--- config.mk ---
export PLATFORM = sky130hd
export DESIGN_NAME = la_acq_sequencer
export DESIGN_NICKNAME = d
export VERILOG_FILES = /design/src/rtl/la_acq_sequencer.sv
export SDC_FILE = /design/constraint.sdc
export NUM_CORES = 1
export LEC_CHECK = 0
export ABC_AREA = 1
export BUFFER_PORTS_ARGS = -buffer_cell sky130_fd_sc_hd__clkbuf_2
export CAP_MARGIN = 0
export CORE_MARGIN = 2
export CORE_UTILIZATION = 45
export CTS_BUF_LIST = sky130_fd_sc_hd__clkbuf_4
export CTS_CLUSTER_SIZE = 8
export DETAILED_ROUTE_END_ITERATION = 8
export PLACE_DENSITY = 0.94
export SYNTH_ARGS = -nofsm -noshare
export SYNTH_HDL_FRONTEND = slang
export SYNTH_SLANG_ARGS = --single-unit
--- constraint.sdc ---
create_clock -name PCI_CLK -period 1.9 [get_ports PCI_CLK]
set_input_delay 0.095 -clock PCI_CLK [delete_from_list [all_inputs] [get_ports PCI_CLK]]
set_output_delay 0.095 -clock PCI_CLK [all_outputs]
set_load 0.005 [all_outputs]
--- src/rtl/la_acq_sequencer.sv ---
// Logic-analyzer acquisition sequencer: arm, pre-trigger fill, trigger match,
// post-trigger count, done; drives the circular write port of the sample RAM.
module la_acq_sequencer #(
  parameter int DW          = 48,
  parameter int AW          = 8,
  parameter int PRE_SAMPLES = 16
) (
  input  logic          PCI_CLK,
  input  logic          PCI_RST,
  input  logic          arm,
  input  logic          abort,
  input  logic [DW-1:0] probe,
  input  logic [DW-1:0] trig_mask,
  input  logic [DW-1:0] trig_value,
  input  logic          ext_trig,
  input  logic [AW-1:0] post_count,
  output logic          wr_en,
  output logic [AW-1:0] wr_addr,
  output logic [AW-1:0] trig_addr,
  output logic [AW-1:0] start_addr,
  output logic          busy,
  output logic          done,
  output logic [2:0]    state
);

  localparam int DEPTH = 2 ** AW;
  localparam logic [AW-1:0] ONE_A     = AW'(1);
  localparam logic [AW-1:0] PRE_A     = AW'(PRE_SAMPLES);
  localparam logic [AW-1:0] FILL_LAST = AW'(PRE_SAMPLES - 1);
  localparam logic [AW-1:0] MAX_POST  = AW'(DEPTH - 1 - PRE_SAMPLES);

  typedef enum logic [2:0] {
    S_IDLE  = 3'd0,
    S_FILL  = 3'd1,
    S_ARMED = 3'd2,
    S_POST  = 3'd3,
    S_DONE  = 3'd4
  } state_t;

  state_t        state_q, state_d;
  logic [AW-1:0] wr_addr_q, wr_addr_d;
  logic [AW-1:0] trig_addr_q, trig_addr_d;
  logic [AW-1:0] fill_cnt_q, fill_cnt_d;
  logic [AW-1:0] post_cnt_q, post_cnt_d;
  logic          wr_en_q, busy_q, done_q;
  logic          match;
  logic [AW-1:0] post_clamped;

  assign match        = (((probe ^ trig_value) & trig_mask) == '0) | ext_trig;
  // Clamp so the post-trigger writes never overrun the pre-trigger window.
  assign post_clamped = (post_count > MAX_POST) ? MAX_POST : post_count;

  always_comb begin
    state_d     = state_q;
    wr_addr_d   = wr_addr_q;
    trig_addr_d = trig_addr_q;
    fill_cnt_d  = fill_cnt_q;
    post_cnt_d  = post_cnt_q;
    if (wr_en_q) wr_addr_d = wr_addr_q + ONE_A;
    if (abort) begin
      state_d = S_IDLE;
    end else if (arm) begin
      state_d    = (PRE_SAMPLES == 0) ? S_ARMED : S_FILL;
      wr_addr_d  = '0;
      fill_cnt_d = '0;
    end else begin
      case (state_q)
        S_FILL: begin
          fill_cnt_d = fill_cnt_q + ONE_A;
          if (fill_cnt_q == FILL_LAST) state_d = S_ARMED;
        end
        S_ARMED: begin
          if (match) begin
            trig_addr_d = wr_addr_q;
            post_cnt_d  = post_clamped;
            state_d     = (post_clamped == '0) ? S_DONE : S_POST;
          end
        end
        S_POST: begin
          post_cnt_d = post_cnt_q - ONE_A;
          if (post_cnt_q == ONE_A) state_d = S_DONE;
        end
        default: ;
      endcase
    end
  end

  always_ff @(posedge PCI_CLK) begin
    if (PCI_RST) begin
      state_q     <= S_IDLE;
      wr_addr_q   <= '0;
      trig_addr_q <= '0;
      fill_cnt_q  <= '0;
      post_cnt_q  <= '0;
      wr_en_q     <= 1'b0;
      busy_q      <= 1'b0;
      done_q      <= 1'b0;
    end else begin
      state_q     <= state_d;
      wr_addr_q   <= wr_addr_d;
      trig_addr_q <= trig_addr_d;
      fill_cnt_q  <= fill_cnt_d;
      post_cnt_q  <= post_cnt_d;
      wr_en_q     <= (state_d == S_FILL) || (state_d == S_ARMED) || (state_d == S_POST);
      busy_q      <= (state_d == S_FILL) || (state_d == S_ARMED) || (state_d == S_POST);
      done_q      <= (state_d == S_DONE);
    end
  end

  assign wr_en      = wr_en_q;
  assign busy       = busy_q;
  assign done       = done_q;
  assign wr_addr    = wr_addr_q;
  assign trig_addr  = trig_addr_q;
  assign start_addr = trig_addr_q - PRE_A;
  assign state      = state_q;

endmodule
==> metrics <==
Place WS 0.232 ns; GP Congestion 0.943; met3 GRT Util 0.0810; PnR worst setup slack 0.242 ns; clock sinks 37; post-synth top area share 0.241; CP top delay family simple AND/OR/NAND/NOR gates; Syn Nets 704; Max Clock Freq 0.603 GHz; die width 86.6 um; Mean Syn Cell Area 5.67 um2; Avg Vias per Cell 4.85; grt ovf 0; DIE AREA 7510 um2; leakage 2.44 nW; pin count of the biggest net entering global routing 18; Mapped Cells 542; met2 usage 0.471; Period minus WS final 1.66 ns; CP max-delay cell dfxtp_1; H-Tree Depth 2; DRT Wirelength 9.64 mm; type of origin of the critical path flip-flop; CTS buffer count 5; #FFs+latches synth 37; vias in the first global route 3857; worst clock skew 0.0264 ns; warnings from Yosys 0; worst reg2reg path depth 7; largest cells by area after synthesis dfxtp_1 24%, nand2_1 18%, inv_1 14%; final setup fails 0; Root Buffer Master clkbuf_4; I/O pin cnt 187; critical path class reg -> reg; Synth Flop Type dfxtp_1; ys async rst share 0; Die Ht 86.6 um; RR Endpoint fill_cnt_q[6]; Worst Path Required 2.14 ns; clock tree buffer depth 2; worst path buffer plus inverter count 1; most frequent cell after synthesis nand2_1; hpwl dp 8.52 mm; Post-DP Area 4040 um2; reg2reg setup slack 0.24 ns; Max-slew headroom 0.600; TNS Setup 0 ns; status completed; final routed DRC violation total 0; fin area 4120 um2; vias after detailed routing 3920; met1 usage 0.287; Worst Tran Pin Value 0.600 ns; post-CTS resize count 0; Overall Power 0.00180 W; IO buf count 186; layout cells sized above 1 0.305; register area share after synthesis 0.241; cell accounting for the most synthesized area dfxtp_1; Post-DRT Antenna Nets 0; worst r2r src state[0]; Worst Hold Launch PCI_RST; drt first pass iters 5; Hold Crit Endpoint post_cnt_q[2]; Fin. Hold Viols 0; critical path endpoint category flip-flop; # fillers 646; Core Region 6680 um2; Nets 889; Rows 30; first-pass GRT wire length 16.0 mm; Post-synth EDFFs 0; Area growth syn-to-layout 34.2%; drt wl/cell 11.9 um; RSZ-0062 raised after global routing no; gr usage total 0.263; fin crit share 0.873; Cell Chain, Critical Path inv_2, nor3_4, o21ai_2, nor3_1, nand4_1, o21ai_0, a21oi_1; fin util 0.617; n_diodes 0; Hold Path Cell Cnt 2; largest stage delay on the critical path 0.44 ns; power per cell area 437 nW/um2; cell area after synthesis 3070 um2; Worst-path clk slew 0.11 ns; Post CTS Setup Buffer Count 0; Yosys cell types 34; max-slew violations 0; synth cell count leaders 149 x nand2_1, 117 x inv_1, 59 x nand3_1; critical path arrival 1.90 ns; CTS tree built; GRT busiest layer met2; hold_buf cts 0; max cap viols 0; Initial Utilization 0.460; initial drt markers 145; insertion delay to the later sink of the worst-skew pair 0.36 ns; Peak VDD IR 0.276 mV; worst min path class in -> reg; initial antenna violation count 0; CP max FO 5
==> routing by layer <==
| metal | up-vias | share of wire |
|---|---|---|
| met1 | 1677 | 0.40 |
| met2 | 166 | 0.48 |
| met3 | 39 | 0.082 |
| li1 | 2038 | - |
| met4 | 0 | 0.036 |
| met5 | - | 0 |
==> state kept, by name (all words and copies together), names as in the netlist <==
name and flops:
busy 1, trig_addr 8, post_cnt_q 8, state 3, fill_cnt_q 8, wr_addr 8, done 1
==> area by class of cell <==
type                            count  area, um2  share of cell area
Inverter                          125        469               0.114
Tap cell                           80        100              0.0243
Sequential cell                    37        741               0.180
Clock buffer                        5       37.5             0.00910
Clock inverter                      3       46.3              0.0112
Timing Repair Buffer              186        931               0.226
Multi-Input combinational cell    372       1800               0.436
==> power by group <==
part	leakage (nW)	total, W	switching (W)	internal (W)
Combinational	2.10	0.000451	0.000231	0.000220
Clock	0.0414	0.000558	0.000279	0.000279
Sequential	0.299	0.000793	0.0000101	0.000783
==> cells in the final DEF, fill, tap and decap left out, drive strengths merged, types with 3 or more instances in the layout <==
cell,netlist,final
clkbuf,0,191
nand2,152,152
inv,124,124
nand3,62,62
nor2,55,55
dfxtp,37,37
o21ai,34,34
a21oi,29,29
or2,11,11
nor3,7,7
nand4,6,6
ha,5,5
xor2,4,4
a211oi,3,3
==> worst max path at each step <==
stage | start | to | slack (ns) | cells past startpoint
after CTS | state[0] | fill_cnt_q[6] | 0.26 | 7
after global routing | state[0] | fill_cnt_q[6] | 0.02 | 7
after floorplan | state[0] | fill_cnt_q[7] | 0.41 | 11
final | state[0] | fill_cnt_q[6] | 0.24 | 7
after detailed placement | trig_value[43] | post_cnt_q[5] | 0.23 | 13
after global placement | trig_value[33] | post_cnt_q[5] | 0.31 | 14
==> logic make-up after synthesis <==
family,share of synthesized area
buf+inv,0.173
flops,0.241
fa+ha+maj,0.0204
compound gates,0.113
simple gates,0.435
xor+xnor,0.0171
==> through the flow <==
stage               hold slack, ns  instances
floorplan                    0.164        542
global placement             0.393        800
detailed placement           0.399        800
CTS                         0.0281        808
global route                0.0354        808
finish                      0.0434        808
Note: power is estimated with default switching activity, not from simulation.
